[src/rtl/shiftreg_rw_pkg.sv]
// shiftreg_rw_pkg: shared state type, default widths and division clamp for the shift-register controller.
package shiftreg_rw_pkg;
  typedef enum logic [1:0] {IDLE, SHIFT, LOAD} state_t;
  localparam int DEF_DATA_WIDTH = 32;
  localparam int DEF_DIV_WIDTH = 6;
  localparam int DEF_CNT_WIDTH = 16;
  function automatic int clamp_div(input int d, input int cnt_width);
    return (d > cnt_width - 1) ? cnt_width - 1 : d;
  endfunction
endpackage

[src/rtl/shiftreg_rw_ctrl_tick.sv]
// sr_tick_gen: half-period counter; one-cycle tick every 2**shamt cycles while enabled.
module sr_tick_gen #(
  parameter int CNT_WIDTH = 16,
  parameter int SHW = 4
) (
  input  logic           clk_in,
  input  logic           rst_n,
  input  logic           en,
  input  logic [SHW-1:0] shamt,
  output logic           tick
);
  logic [CNT_WIDTH-1:0] r_cnt;
  logic [CNT_WIDTH-1:0] w_top;
  assign w_top = (CNT_WIDTH'(1) << shamt) - CNT_WIDTH'(1);
  assign tick = en && (r_cnt == w_top);
  // Held at zero while idle so the first tick lands exactly H cycles after enable.
  always_ff @(posedge clk_in or negedge rst_n)
    if (!rst_n) r_cnt <= '0;
    else r_cnt <= (!en || tick) ? '0 : r_cnt + CNT_WIDTH'(1);
endmodule

[src/rtl/shiftreg_rw_ctrl.sv]
// shiftreg_rw_ctrl: serial read/write controller for the chip configuration shift register.
module shiftreg_rw_ctrl
  import shiftreg_rw_pkg::*;
#(
  parameter int DATA_WIDTH = DEF_DATA_WIDTH,
  parameter int DIV_WIDTH = DEF_DIV_WIDTH,
  parameter int CNT_WIDTH = DEF_CNT_WIDTH
) (
  input  logic                  clk_in,
  input  logic                  rst_n,
  input  logic [DIV_WIDTH-1:0]  div,
  input  logic                  start,
  input  logic [DATA_WIDTH-1:0] data_in,
  output logic                  busy,
  output logic                  done,
  output logic [DATA_WIDTH-1:0] data_out,
  output logic                  sr_clk,
  output logic                  sr_din,
  output logic                  sr_load,
  input  logic                  sr_dout
);
  localparam int SHW = CNT_WIDTH > 1 ? $clog2(CNT_WIDTH) : 1;
  localparam int BW = DATA_WIDTH > 1 ? $clog2(DATA_WIDTH) : 1;
  state_t r_state, w_next;
  logic [SHW-1:0] r_shamt;
  logic [DATA_WIDTH-1:0] r_sh, r_cap, r_data_out;
  logic [BW-1:0] r_bits;
  logic r_sr_clk, r_sr_din, r_sr_load, r_done;
  logic w_en, w_tick, w_start, w_last_fall, w_load_end;
  assign w_en = r_state != IDLE;
  sr_tick_gen #(.CNT_WIDTH(CNT_WIDTH), .SHW(SHW)) u_tick (
    .clk_in(clk_in),
    .rst_n(rst_n),
    .en(w_en),
    .shamt(r_shamt),
    .tick(w_tick)
  );
  always_comb begin
    w_start = (r_state == IDLE) && start;
    w_last_fall = (r_state == SHIFT) && w_tick && r_sr_clk && (r_bits == BW'(DATA_WIDTH - 1));
    w_load_end = (r_state == LOAD) && w_tick;
    w_next = w_start ? SHIFT : w_last_fall ? LOAD : w_load_end ? IDLE : r_state;
  end
  always_ff @(posedge clk_in or negedge rst_n)
    if (!rst_n) r_state <= IDLE;
    else r_state <= w_next;
  always_ff @(posedge clk_in or negedge rst_n)
    if (!rst_n) begin
      r_shamt <= '0;
      r_sh <= '0;
      r_cap <= '0;
      r_data_out <= '0;
      r_bits <= '0;
      r_sr_clk <= 1'b0;
      r_sr_din <= 1'b0;
      r_sr_load <= 1'b0;
      r_done <= 1'b0;
    end else begin
      r_done <= w_load_end;
      if (w_load_end) begin
        r_sr_load <= 1'b0;
        r_data_out <= r_cap;
      end
      if (w_start) begin
        r_shamt <= SHW'(clamp_div(int'(div), CNT_WIDTH));
        r_sh <= data_in;
        r_sr_din <= data_in[DATA_WIDTH-1];
        r_bits <= '0;
        r_sr_clk <= 1'b0;
      end else if ((r_state == SHIFT) && w_tick) begin
        r_sr_clk <= !r_sr_clk;
        // Capture on the edge that raises sr_clk; advance sr_din on the edge that lowers it.
        if (!r_sr_clk) r_cap <= {r_cap[DATA_WIDTH-2:0], sr_dout};
        else if (w_last_fall) begin
          r_sr_load <= 1'b1;
          r_sr_din <= 1'b0;
        end else begin
          r_bits <= r_bits + BW'(1);
          r_sh <= r_sh << 1;
          r_sr_din <= r_sh[DATA_WIDTH-2];
        end
      end
    end
  assign busy = w_en;
  assign done = r_done;
  assign data_out = r_data_out;
  assign sr_clk = r_sr_clk;
  assign sr_din = r_sr_din;
  assign sr_load = r_sr_load;
endmodule

[config.mk]
export PLATFORM = sky130hd
export DESIGN_NAME = shiftreg_rw_ctrl
export DESIGN_NICKNAME = d
export VERILOG_FILES = /design/src/rtl/shiftreg_rw_pkg.sv /design/src/rtl/shiftreg_rw_ctrl_tick.sv /design/src/rtl/shiftreg_rw_ctrl.sv
export SDC_FILE = /design/constraint.sdc
export NUM_CORES = 1
export LEC_CHECK = 0
export CAP_MARGIN = 10
export CORE_MARGIN = 5
export CORE_UTILIZATION = 50
export DETAILED_ROUTE_END_ITERATION = 6
export PLACE_DENSITY = 0.7
export SYNTH_ARGS = -nofsm -noshare
export SYNTH_HDL_FRONTEND = slang
export SYNTH_SLANG_ARGS = --single-unit
[constraint.sdc]
create_clock -name clk_in -period 9.65 [get_ports clk_in]
set_input_delay 1.93 -clock clk_in [delete_from_list [all_inputs] [get_ports clk_in]]
set_output_delay 1.93 -clock clk_in [all_outputs]
set_load 0.02 [all_outputs]
[After elaboration in Yosys (flattened, before gate mapping)]
Index checks and enable logic that the tools add are counted.
Storage, ports and cells
  output and inout bits: 37
  word-level logic and storage cells: 64
  register bits: 126
Cells by class
  reductions and logical operators: 17
  order comparisons: 1
  equal/unequal tests: 5
  $add $sub $neg: 3
  bitwise logic cells: 2
  mux-type cells: 24
  shifts and indexed selects: 1
Operators by type and width (count)
  two-way mux 31 bit: 4
  two-way mux 5 bit: 4
  adder 16 x 1 -> 16 bit, second input constant: 1
  == test 16 bit: 1
  two-way mux 16 bit: 1
  left shift 1 x 4 -> 16 bit, first input constant: 1
  subtractor 16 x 2 -> 16 bit, second input constant: 1
  two-way mux 1 bit: 11
  greater-than comparator 6 x 4 -> 1 bit, second input constant: 1
  logical AND 1 bit: 6
  two-way mux 2 bit: 3
  AND reduction 3 bit: 2
  nonzero test 2 bit: 3
  adder 5 x 1 -> 5 bit, second input constant: 1
  == test 5 bit, second input constant: 1
  two-way mux 4 bit: 1
  nonzero test 3 bit: 1
  == test 2 x 1 -> 1 bit, second input constant: 1
  == test 2 bit, second input constant: 1
  zero test 1 bit: 2
  zero test 2 bit: 1
  inequality test 2 bit, second input constant: 1
  inverter 1 bit: 2
  AND reduction 2 bit: 1
  logical OR 1 bit: 1

[Longest topological paths before layout]
Gate-level depths: netlist of the first run.
  depth in word-level cells: 11
  gate-level depth with buffers: 16
  mapped depth without buffers: 10

[Hierarchy]
From an unflattened synthesis of the first run, not the netlist that was laid out.
Unflattened totals
  cells, all modules: 480
  area, all modules: 6047.0 um^2
By module, submodules not included
  shiftreg_rw_ctrl: cells each 313, area an instance 4703.3 um^2, instances 1, seq. area each 2752.6 um^2
  sr_tick_gen: cells each 167, area an instance 1343.8 um^2, instances 1, seq. area each 400.4 um^2

[Worst setup path before layout of the first run]
No wires, ideal clock.
  path kind: register to register
  from: register r_shamt[0]
  to: register r_sh[10]
  path buffers: 5
  path slack: 5576 ps
  data arrival time: 3951 ps
  cell stages (with the launch flop): 15
  required time: 9527 ps
  path through: dfrtp_1 -> clkbuf_1 -> or4_1 -> ha_1 -> buf_2 -> xor2_1 -> xnor2_2 -> nand4_1 -> or4_4 -> or4_4 -> buf_6 -> or3_4 -> buf_6 -> buf_6 -> o221a_1
Between the ends
  longest elaborated chain between the ends: 9
  elaborated cells between the ends (all ways): 10
  those cells by class: add/sub: 1; eq/ne: 2; shift: 1; reduce/logical: 6
Ends and longest elaborated chain
  start, declared: RTL line shiftreg_rw_ctrl.sv:25  | logic [SHW-1:0] r_shamt;
  start signal, assigned: RTL line shiftreg_rw_ctrl.sv:65  | r_shamt <= SHW'(clamp_div(int'(div), CNT_WIDTH));
  left shift 1 x 4 -> 16 bit (*): RTL line shiftreg_rw_ctrl_tick.sv:14  | assign w_top = (CNT_WIDTH'(1) << shamt) - CNT_WIDTH'(1);
  subtractor 16 x 2 -> 16 bit (*): RTL line shiftreg_rw_ctrl_tick.sv:14
  == test 16 bit (*): RTL line shiftreg_rw_ctrl_tick.sv:15  | assign tick = en && (r_cnt == w_top);
  logical AND 1 bit (*): RTL line shiftreg_rw_ctrl_tick.sv:15
  logical AND 1 bit (*): RTL line shiftreg_rw_ctrl.sv:40, shiftreg_rw_ctrl.sv:70
  logical AND 1 bit (2 in a row): RTL line shiftreg_rw_ctrl.sv:40  | w_last_fall = (r_state == SHIFT) && w_tick && r_sr_clk && (r_bits == BW'(DATA_WIDTH - 1));
  inequality test 2 bit (no source line)
  AND reduction 3 bit (no source line) (*)
  end signal, assigned: RTL line shiftreg_rw_ctrl.sv:66  | r_sh <= data_in;
  end signal, assigned: RTL line shiftreg_rw_ctrl.sv:79  | r_sh <= r_sh << 1;
  end, declared: RTL line shiftreg_rw_ctrl.sv:26  | logic [DATA_WIDTH-1:0] r_sh, r_cap, r_data_out;
Mark *: on every way between the ends. The rest lies on a longest branch, timed or not.
A chain may end at the register's enable or synchronous reset.

[Worst setup path after layout of the first run]
  from: register r_shamt[3]
  to: register r_sh[19]
Same word-level chain as after synthesis.

==> impl_summary.txt, run 1 <==
----------------------------------------------------
[Synth]
  Main combinational cell family by area after synthesis ... simple AND/OR/NAND/NOR gates
  Post-synthesis simple-gate area fraction ... 13.9%
  Synthesized-area fraction occupied by ao, oa, aoi and oai cells ... 11.3%
  Synthesized area divided by synthesized cell count ... 12.3 µm²
  Share of the synthesized area in the top cell type ... 54.0%
  Sequential cell area fraction in the yosys report ... 54.0%
  Synth warn ... 0
  Number of enable flip-flop cells after synthesis ... 0
  Adder and majority cell fraction of the synthesized area ... 0.858%
  Xor and xnor fraction of the mapped netlist area ... 3.13%
  Most instantiated flip-flop cell in the synthesis netlist ... sky130_fd_sc_hd__dfrtp_1
  Total standard cell area after synthesis ... 5840 µm²
  Synth Instances ... 475
  Asr flop ratio synth ... 100%
  Multiplexer area fraction after synthesis ... 13.0%
  Leading area contributor after synthesis ... sky130_fd_sc_hd__dfrtp_1
  Flop and latch count out of synthesis ... 126
  Main area contributors after synthesis ... sky130_fd_sc_hd__dfrtp_1 (54%), sky130_fd_sc_hd__mux2_1 (12%), sky130_fd_sc_hd__o221a_1 (5.8%)
  Commonest cells post-synth ... sky130_fd_sc_hd__dfrtp_1 (126), sky130_fd_sc_hd__mux2_1 (64), sky130_fd_sc_hd__nand2b_1 (36)
  Netlist cell types ... 61
  Most repeated cell in the gate-level netlist after synthesis ... sky130_fd_sc_hd__dfrtp_1
  Number of nets in the synthesized netlist ... 521

[Power]
  Max VDD drop ... 0.151 mV
  Reg power frac ... 45.4%
  Internal power summed over all cells ... 1030 µW
  Switching share of power ... 26.2%
  Proportion of power drawn by the clock network ... 43.7%
  Comb power frac ... 10.8%
  Power per cell area ... 193 nW/µm²
  Power spent charging and discharging nets ... 365 µW
  LEAKAGE ... 0.00322 µW

[Route]
  Via count ... 3889
  DR iter-0 viols ... 284
  Wire length the detailed router placed on met1 ... 5.39 mm
  Drt first pass iters ... 4
  Total detailed-routing wirelength ... 11.7 mm
  Remaining design rule violation count ... 0
  Highest routing layer actually used ... met4
  Detailed route wirelength on metal3 ... 497 µm
  Vias per std cell ... 5.56
  Remaining number of nets flagged by the antenna check after routing ... 0
  Routed wirelength normalized by instance count ... 16.8 µm
  Met2 wire length ... 5.77 mm

[Cells and area]
  Multi-input combinational cell area ... 2460 µm²
  Sequential cell area in the final layout ... 3150 µm²
  Post-layout instance area ... 7210 µm²
  Layout-stage area growth over the synthesis result ... 23.6%
  Final layout net count ... 590
  Fillcell total ... 927
  Ant diodes ... 0
  Share of post-route cells with drive strength above 1 ... 9.16%

[Global routing]
  Via count of the first global-routing pass ... 4027
  Initial antenna violation count ... 0
  Residual overflow from global routing ... 0
  Total track usage ... 17.7%
  Maximum number of pins on one net before global-route repair ... 89
  Global-route wire length before repair ... 20.0 mm

[Placement]
  Pre-CTS setup slack ... 5.12 ns
  HPWL after DPL ... 7.78 mm
  Count of input and output buffers ... 78
  GPL Wtd Cong ... 0.930
  Area after DPL ... 6640 µm²

[Worst setup path]
  Critical path cell sequence ... or4_1 > ha_1 > xor2_1 > xnor2_2 > nand4_1 > or4_4 > or4_1 > nand2_1 > o221a_1
  CP Class ... reg -> reg
  Gate family responsible for the most delay along the worst path ... simple AND/OR/NAND/NOR gates
  Crit path launch type ... flip-flop
  Data arrival time of the worst path ... 4.88 ns
  Max incr delay on CP ... 0.78 ns
  WP data required ... 10.00 ns
  Sort of element at the end of the critical path ... flip-flop
  Crit-path max FO ... 31
  Cell repeated most along the worst path ... sky130_fd_sc_hd__or4_1
  Crit path buffers/inverters ... 0
  Worst-path cell with the longest stage delay ... sky130_fd_sc_hd__nand2_1

[Timing]
  Max Fclk ... 0.221 GHz
  Final Max Slew Viols ... 0
  Worst slew margin ... 28.3%
  Setup repair after global routing missed its margin ... no
  Worst setup skew after layout ... 0.0199 ns
  PnR worst setup slack ... 5.12 ns
  Share of the clock period used by the worst path after layout ... 46.9%
  Endpoints failing hold ... 0
  Final critical delay including setup and external delays ... 4.53 ns
  Worst-Margin Slew ... 1.08 ns
  Final setup fails ... 0
  Final total negative setup slack ... 0 ns

[Clock network]
  CTS tree ... done
  H-Tree Depth ... 4
  Hold-fix buffers at CTS ... 0
  Source-to-sink clock delay at the later pin of the worst-skew pair ... 0.42 ns
  Buffer depth of the longest clock path ... 2
  Worst-path clk slew ... 0.06 ns
  Number of buffers inserted during clock tree synthesis ... 17
  Post-CTS Setup Inserts ... 0
  PostCTS Resize Cnt ... 0
  Number of clock sinks seen by CTS ... 126
  Root buffer cell ... sky130_fd_sc_hd__clkbuf_16

[Status]
  Run status ... finished, final reports clean

[Floorplanning]
  Count of standard-cell rows ... 39
  Starting density of the core ... 51.1%
  Height of the die ... 118 µm
  Num ports ... 79
  Die outline area ... 13900 µm²
  Core footprint ... 11400 µm²
  Horizontal extent of the die ... 118 µm

[Job]
  Reported max-cap violation count ... 0

[Min path]
  HP Class ... reg -> reg

----------------------------------------------------
==> worst paths after layout <==
kind | start | end | slack (ns) | cells past startpoint
worst max-delay path | r_shamt[3] | r_sh[19] | 5.12 | 9
worst min-delay path | r_cap[31] | data_out[31] | 0.48 | 1
worst max register to register | r_shamt[3] | r_sh[19] | 5.12 | 9
worst min register to register | r_cap[31] | data_out[31] | 0.48 | 1
max in group asynchronous | rst_n | r_cap[6] | 6.71 | 2
min in group asynchronous | rst_n | data_out[27] | 1.49 | 1
==> cells by family (layout without fill, tap and decap cells) <==
kind of cell | count (synthesis) | count (layout)
AO/OA/AOI/OAI | 76 | 76
XOR/XNOR | 20 | 20
adder cells (fa/ha/maj) | 4 | 4
buffers and inverters | 42 | 124
flip-flops | 126 | 126
multiplexers | 68 | 68
AND/OR/NAND/NOR | 139 | 139
==> placed cells by master, fill, tap and decap left out, types with 3 or more instances in the layout <==
master                            netlist  final
sky130_fd_sc_hd__o221a_1               30     30
sky130_fd_sc_hd__a21oi_1               12     12
sky130_fd_sc_hd__ha_1                   4      4
sky130_fd_sc_hd__buf_4                  0      5
sky130_fd_sc_hd__dfrtp_1              126    126
sky130_fd_sc_hd__nor4b_1                5      5
sky130_fd_sc_hd__nor2_1                24     24
sky130_fd_sc_hd__inv_1                 10     10
sky130_fd_sc_hd__nand4_1                6      6
sky130_fd_sc_hd__clkinvlp_4             0      4
sky130_fd_sc_hd__nand3_1                9      9
sky130_fd_sc_hd__o22ai_1                3      3
sky130_fd_sc_hd__a31oi_1                3      3
sky130_fd_sc_hd__mux2_1                64     64
sky130_fd_sc_hd__or3_1                  5      5
sky130_fd_sc_hd__xor2_1                13     13
sky130_fd_sc_hd__o21ai_0                4      4
sky130_fd_sc_hd__mux2i_1                4      4
sky130_fd_sc_hd__inv_6                  0      5
sky130_fd_sc_hd__clkdlybuf4s50_1        0     77
sky130_fd_sc_hd__clkbuf_16              0     17
sky130_fd_sc_hd__nand2b_1              36     36
sky130_fd_sc_hd__or4_1                  3      3
sky130_fd_sc_hd__nor2b_1                4      4
sky130_fd_sc_hd__nand2_1               16     16
sky130_fd_sc_hd__and3_1                 6      6
sky130_fd_sc_hd__xnor2_1                6      6
sky130_fd_sc_hd__or4_4                  3      3
sky130_fd_sc_hd__nor3_1                 7      7
==> layout make-up <==
cell class,count,area share (%)
clock buffer,18,6.09
clock inverter,14,1.82
inverter,10,0.520
multi-input combinational,307,34.2
sequential,126,43.7
tap,143,2.48
timing repair buffer,82,11.2
==> worst reg2reg max path: stages, from the launching register on <==
cell and delay, ns:
sky130_fd_sc_hd__dfrtp_1 0.59, sky130_fd_sc_hd__or4_1 0.63, sky130_fd_sc_hd__ha_1 0.37, sky130_fd_sc_hd__xor2_1 0.22
sky130_fd_sc_hd__xnor2_2 0.21, sky130_fd_sc_hd__nand4_1 0.11, sky130_fd_sc_hd__or4_4 0.52, sky130_fd_sc_hd__or4_1 0.68
sky130_fd_sc_hd__nand2_1 0.78, sky130_fd_sc_hd__o221a_1 0.35
==> state kept, by name, indices dropped and copies added (netlist names), 2 cells and up <==
signal and flops:
data_out 32, r_bits 5, r_cap 32, r_sh 31, r_shamt 4, r_state 2
u_tick.r_cnt 16
==> power by group through the flow <==
| stage | combinational [µW] | sequential (µW) | clock (µW) |
|---|---|---|---|
| global route | 167 | 637 | 649 |
| CTS | 152 | 631 | 622 |
| detailed placement | 151 | 638 | 0 |
| global placement | 146 | 639 | 0 |
| floorplan | 111 | 616 | 0 |
| finish | 150 | 632 | 608 |
==> layer usage <==
| layer | vias up | global-route usage [%] |
|---|---|---|
| met5 | - | 0 |
| met4 | 0 | 4.95 |
| li1 | 1867 | - |
| met2 | 87 | 27.8 |
| met1 | 1927 | 23.2 |
| met3 | 8 | 6.30 |
==> stage by stage <==
| stage | util, % | instances | hold slack (ns) | power (µW) |
|---|---|---|---|---|
| 3_3_place_gp | 58.2 | 668 | 0.467 | 785 |
| 5_1_grt | 63.2 | 700 | 0.496 | 1450 |
| 2_1_floorplan | - | 475 | 0.450 | 727 |
| 3_5_place_dp | 58.2 | 668 | 0.474 | 790 |
| 6_report | 63.2 | 700 | 0.478 | 1390 |
| 4_1_cts | 63.2 | 700 | 0.485 | 1400 |
(Power assumes the default switching activity.)
==> inputs of run 2 (changes only) <==
PLACE_DENSITY = 0.73   (was 0.7)
clock period = 4.1 ns   (was 9.65 ns; I/O delays follow)
==> impl_summary.txt, run 2 (synthesis gave the netlist of run 1 again) <==
----------------------------------------------------
[Timing]
  Share of the clock period used by the worst path after layout ... 94.0%
  Setup repair after global routing missed its margin ... no
  Worst setup skew after layout ... 0.00882 ns
  Final Max Slew Viols ... 0
  Final total negative setup slack ... 0 ns
  Final setup fails ... 0
  PnR worst setup slack ... 0.245 ns
  Max Fclk ... 0.259 GHz
  Final critical delay including setup and external delays ... 3.86 ns
  Endpoints failing hold ... 0
  Worst slew margin ... 29.8%
  Worst-Margin Slew ... 1.05 ns

[Worst setup path]
  Depth of the most critical reg-to-reg path ... 11
  Sort of element at the end of the critical path ... flip-flop
  Data arrival time of the worst path ... 4.15 ns
  R2r setup slk ... 0.24 ns
  FF-to-FF End ... r_sh[28]
  CP Class ... reg -> reg
  Critical path launch point ... r_shamt[1]
  Crit path launch type ... flip-flop
  Crit-path max FO ... 31
  WP data required ... 4.40 ns
  Startpoint of the most critical register-to-register path ... r_shamt[1]

[Route]
  Remaining design rule violation count ... 0
  Routed wirelength normalized by instance count ... 17.0 µm
  Total detailed-routing wirelength ... 12.0 mm
  Vias per std cell ... 5.61
  Drt first pass iters ... 4
  Via count ... 3961
  DR iter-0 viols ... 265
  Remaining number of nets flagged by the antenna check after routing ... 0

[Cells and area]
  Final layout net count ... 596
  Fillcell total ... 887
  Highest-count cells in the layout ignoring fill and taps ... sky130_fd_sc_hd__dfrtp_1 (126), sky130_fd_sc_hd__clkdlybuf4s50_1 (77), sky130_fd_sc_hd__mux2_1 (64)
  Layout-stage area growth over the synthesis result ... 24.8%
  Core utilization of the finished layout ... 63.8%
  Ant diodes ... 0
  Share of post-route cells with drive strength above 1 ... 10.3%
  Post-layout instance area ... 7280 µm²
  Commonest non-fill, non-tap cell in the layout ... sky130_fd_sc_hd__dfrtp_1

[Global routing]
  Total track usage ... 18.4%
  Residual overflow from global routing ... 0
  Initial antenna violation count ... 0
  Global-route wire length before repair ... 20.7 mm
  Maximum number of pins on one net before global-route repair ... 75
  Via count of the first global-routing pass ... 4041

[Clock network]
  Hold-fix buffers at CTS ... 0
  Buffer depth of the longest clock path ... 2
  Source-to-sink clock delay at the later pin of the worst-skew pair ... 0.42 ns
  CTS tree ... done
  Number of clock sinks seen by CTS ... 126
  Number of buffers inserted during clock tree synthesis ... 17
  Worst-path clk slew ... 0.06 ns
  H-Tree Depth ... 4
  Root buffer cell ... sky130_fd_sc_hd__clkbuf_16

[Placement]
  HPWL after DPL ... 8.01 mm
  Area after DPL ... 6710 µm²
  Pre-CTS setup slack ... 0.149 ns
  GPL Wtd Cong ... 0.873
  Count of input and output buffers ... 78

[Job]
  Reported max-cap violation count ... 0

[Min path]
  HP Class ... in -> async

[Floorplanning]
  Starting density of the core ... 51.1%
  Horizontal extent of the die ... 118 µm
  Die outline area ... 13900 µm²
  Core footprint ... 11400 µm²
  Num ports ... 79
  Count of standard-cell rows ... 39
  Height of the die ... 118 µm

[Power]
  LEAKAGE ... 0.00325 µW
  Max VDD drop ... 0.305 mV
  Power per cell area ... 448 nW/µm²

[Status]
  Run status ... finished, final reports clean

----------------------------------------------------
==> run 2: cell types whose count changed in the layout (fill, tap and decap cells not counted), sizes merged <==
cell	delta
inv	-3
clkbuf	+1
clkinv	+2
buf	+6
==> run 2: area by class of cell <==
| type | count | area, µm² | area share, % |
|---|---|---|---|
| Clock buffer | 19 | 443 | 6.08 |
| Tap cell | 143 | 179 | 2.46 |
| Clock inverter | 13 | 115 | 1.58 |
| Multi-Input combinational cell | 307 | 2470 | 34.0 |
| Timing Repair Buffer | 88 | 878 | 12.1 |
| Inverter | 10 | 37.5 | 0.516 |
| Sequential cell | 126 | 3150 | 43.3 |
==> run 2: through the flow <==
step / instances / hold WS, ns / total power, µW
floorplan: 475 / 0.450 / 1710
global placement: 674 / 0.465 / 1850
detailed placement: 674 / 0.477 / 1870
CTS: 706 / 0.450 / 3290
global route: 706 / 0.492 / 3410
finish: 706 / 0.433 / 3260
==> run 2: worst max path at each step <==
stage / endpoint / slack [ns] / cells past startpoint
floorplan: r_sh[10] / 0.03 / 14
global placement: r_sh[15] / 0.25 / 9
detailed placement: r_sh[5] / 0.15 / 9
CTS: r_sh[5] / 0.13 / 9
global route: r_sh[12] / 0.07 / 11
finish: r_sh[28] / 0.24 / 11
==> run 2: metal layers <==
layer  track usage [%]  up-vias  share of wire, %  wire length [µm]
li1                  -     1879                 -                 -
met1              23.5     1964                43              5220
met2              29.5      102                50              6000
met3              5.14       16               4.7               569
met4              7.89        0               2.0               246
met5                 0        -                 0                 0
==> run 2: power by group <==
| part | leakage, µW | total, µW | switching (µW) | internal [µW] |
|---|---|---|---|---|
| combinational | 0.00135 | 400 | 191 | 208 |
| clock | 0.000266 | 1400 | 554 | 848 |
| sequential | 0.00163 | 1460 | 102 | 1360 |
==> run 2: worst max-delay path, stage by stage (launching register included) <==
cell and delay, ns:
sky130_fd_sc_hd__dfrtp_1 0.34, sky130_fd_sc_hd__buf_4 0.21, sky130_fd_sc_hd__nor2_1 0.10, sky130_fd_sc_hd__nand3_1 0.10
sky130_fd_sc_hd__ha_2 0.32, sky130_fd_sc_hd__or4b_1 0.59, sky130_fd_sc_hd__mux2i_1 0.16, sky130_fd_sc_hd__a41oi_1 0.17
sky130_fd_sc_hd__nand4_1 0.21, sky130_fd_sc_hd__or4_4 0.65, sky130_fd_sc_hd__or3_4 0.57, sky130_fd_sc_hd__o221a_1 0.31
==> run 2: repair_timing <==
| item | CTS | global route |
|---|---|---|
| resized for setup | 0 | 2 |
| setup endpoints to repair | 0 | 23 |
| setup buffers | 0 | 0 |
==> inputs of run 3 (changes only) <==
GPL_TIMING_DRIVEN = 0   (was not set)
PLACE_DENSITY = 0.7   (was 0.73)
clock period = 4.38 ns   (was 4.1 ns; I/O delays follow)
==> impl_summary.txt, run 3 (synthesis gave the netlist of run 1 again) <==
----------------------------------------------------
[Min path]
  HP Class ... in -> async

[Global routing]
  Global-route wire length before repair ... 21.1 mm
  Residual overflow from global routing ... 0
  Via count of the first global-routing pass ... 4279
  Total track usage ... 18.5%
  Maximum number of pins on one net before global-route repair ... 77
  Initial antenna violation count ... 0

[Worst setup path]
  Crit path launch type ... flip-flop
  R2r setup slk ... 0.12 ns
  Crit-path max FO ... 10
  WP data required ... 4.67 ns
  CP Class ... reg -> reg
  Data arrival time of the worst path ... 4.55 ns
  Sort of element at the end of the critical path ... flip-flop

[Clock network]
  CTS tree ... done
  H-Tree Depth ... 4
  Buffer depth of the longest clock path ... 2
  Number of buffers inserted during clock tree synthesis ... 17
  Source-to-sink clock delay at the later pin of the worst-skew pair ... 0.41 ns
  Worst-path clk slew ... 0.06 ns
  Hold-fix buffers at CTS ... 0
  Root buffer cell ... sky130_fd_sc_hd__clkbuf_16
  Number of clock sinks seen by CTS ... 126

[Floorplanning]
  Core footprint ... 11400 µm²
  Horizontal extent of the die ... 118 µm
  Starting density of the core ... 51.1%
  Height of the die ... 118 µm
  Count of standard-cell rows ... 39
  Die outline area ... 13900 µm²
  Num ports ... 79

[Placement]
  HPWL after DPL ... 8.49 mm
  Count of input and output buffers ... 78
  Number of cells after detailed placement ... 697
  GPL Wtd Cong ... 0.860
  Pre-CTS setup slack ... -0.192 ns

[Status]
  Run status ... finished, final reports clean

[Cells and area]
  Highest-count cells in the layout ignoring fill and taps ... sky130_fd_sc_hd__dfrtp_1 (126), sky130_fd_sc_hd__clkdlybuf4s50_1 (77), sky130_fd_sc_hd__mux2_1 (64)
  Share of post-route cells with drive strength above 1 ... 11.9%
  Commonest non-fill, non-tap cell in the layout ... sky130_fd_sc_hd__dfrtp_1
  Fillcell total ... 915
  Ant diodes ... 0
  Final layout net count ... 620
  Layout-stage area growth over the synthesis result ... 28.0%
  Non-filler cells, final ... 730

[Route]
  Drt first pass iters ... 4
  Total detailed-routing wirelength ... 12.2 mm
  DR iter-0 viols ... 265
  Routed wirelength normalized by instance count ... 16.8 µm
  Vias per std cell ... 5.55
  Remaining number of nets flagged by the antenna check after routing ... 0
  Remaining design rule violation count ... 0
  Via count ... 4051

[Timing]
  Final total negative setup slack ... 0 ns
  PnR worst setup slack ... 0.117 ns
  Final setup fails ... 0
  Endpoints failing hold ... 0
  Final critical delay including setup and external delays ... 4.26 ns
  Final Max Slew Viols ... 0
  Share of the clock period used by the worst path after layout ... 97.3%
  Worst-Margin Slew ... 0.519 ns
  Worst setup skew after layout ... 0.00860 ns
  Max Fclk ... 0.235 GHz
  Worst slew margin ... 64.9%

[Power]
  Reg power frac ... 43.6%
  Switching share of power ... 24.8%
  Max VDD drop ... 0.327 mV
  Power per cell area ... 422 nW/µm²
  LEAKAGE ... 0.00335 µW
  Power spent charging and discharging nets ... 783 µW
  Internal power summed over all cells ... 2370 µW
  Proportion of power drawn by the clock network ... 44.5%
  Comb power frac ... 11.9%

[Job]
  Reported max-cap violation count ... 0

----------------------------------------------------
## run 3: layout make-up
cell class              instances  area [µm²]  area share, %
flip-flops and latches        126        3150           42.2
multi-input cells             307        2480           33.2
repair buffers                 81         825           11.0
clock buffers                  19         433           5.80
plain buffers                  31         198           2.65
well taps                     143         179           2.40
clock inverters                13         166           2.23
inverters                      10        37.5          0.503
## run 3: power by group through the flow
stage,registers (µW),logic (µW),clock network [µW]
global route,1390,419,1500
floorplan,1360,244,0
finish,1370,375,1400
global placement,1380,351,0
CTS,1370,370,1440
detailed placement,1380,365,0
## run 3: timing repair
action	in CTS	in global routing
pin swaps	1	1
resized for setup	6	8
gates cloned	0	0
setup buffers	1	1
endpoints found under the setup margin	58	93
## run 3: metrics by stage
stage,hold WS (ns),power (µW),utilization (%),cell area (µm²)
final,0.405,3150,65.4,7470
after global routing,0.438,3300,65.4,7470
after CTS,0.421,3180,65.2,7450
after detailed placement,0.473,1750,59.8,6820
after global placement,0.464,1730,59.5,6800
after floorplan,0.450,1600,-,5840
## run 3: final timing paths
check,start,end,cells past startpoint
worst max-delay path,r_shamt[0],r_sh[19],14
worst min-delay path,rst_n,data_out[27],1
worst max register to register,r_shamt[0],r_sh[19],14
worst min register to register,r_cap[31],r_cap[31],1
max in group asynchronous,rst_n,r_bits[2],2
min in group clk_in,r_cap[31],r_cap[31],1
## run 3: worst max-delay path: stages, from the launching register on
cell and delay (ns):
sky130_fd_sc_hd__dfrtp_1 0.41, sky130_fd_sc_hd__clkbuf_2 0.21, sky130_fd_sc_hd__or4_4 0.55, sky130_fd_sc_hd__ha_1 0.24
sky130_fd_sc_hd__buf_6 0.16, sky130_fd_sc_hd__xor2_2 0.15, sky130_fd_sc_hd__xnor2_2 0.16, sky130_fd_sc_hd__nand4_1 0.13
sky130_fd_sc_hd__or4_4 0.53, sky130_fd_sc_hd__or4_4 0.53, sky130_fd_sc_hd__buf_6 0.15, sky130_fd_sc_hd__or3_4 0.38
sky130_fd_sc_hd__buf_6 0.14, sky130_fd_sc_hd__buf_6 0.13, sky130_fd_sc_hd__o221a_1 0.26
## run 3: routing by layer
metal | part of all wire, % | routed length (µm) | global-route usage (%) | up-vias
met4 | 1.5 | 180 | 7.10 | 0
met2 | 49 | 5950 | 28.9 | 88
met1 | 46 | 5590 | 24.3 | 2022
met5 | 0 | 0 | 0 | -
li1 | - | - | - | 1926
met3 | 4.3 | 521 | 5.38 | 15
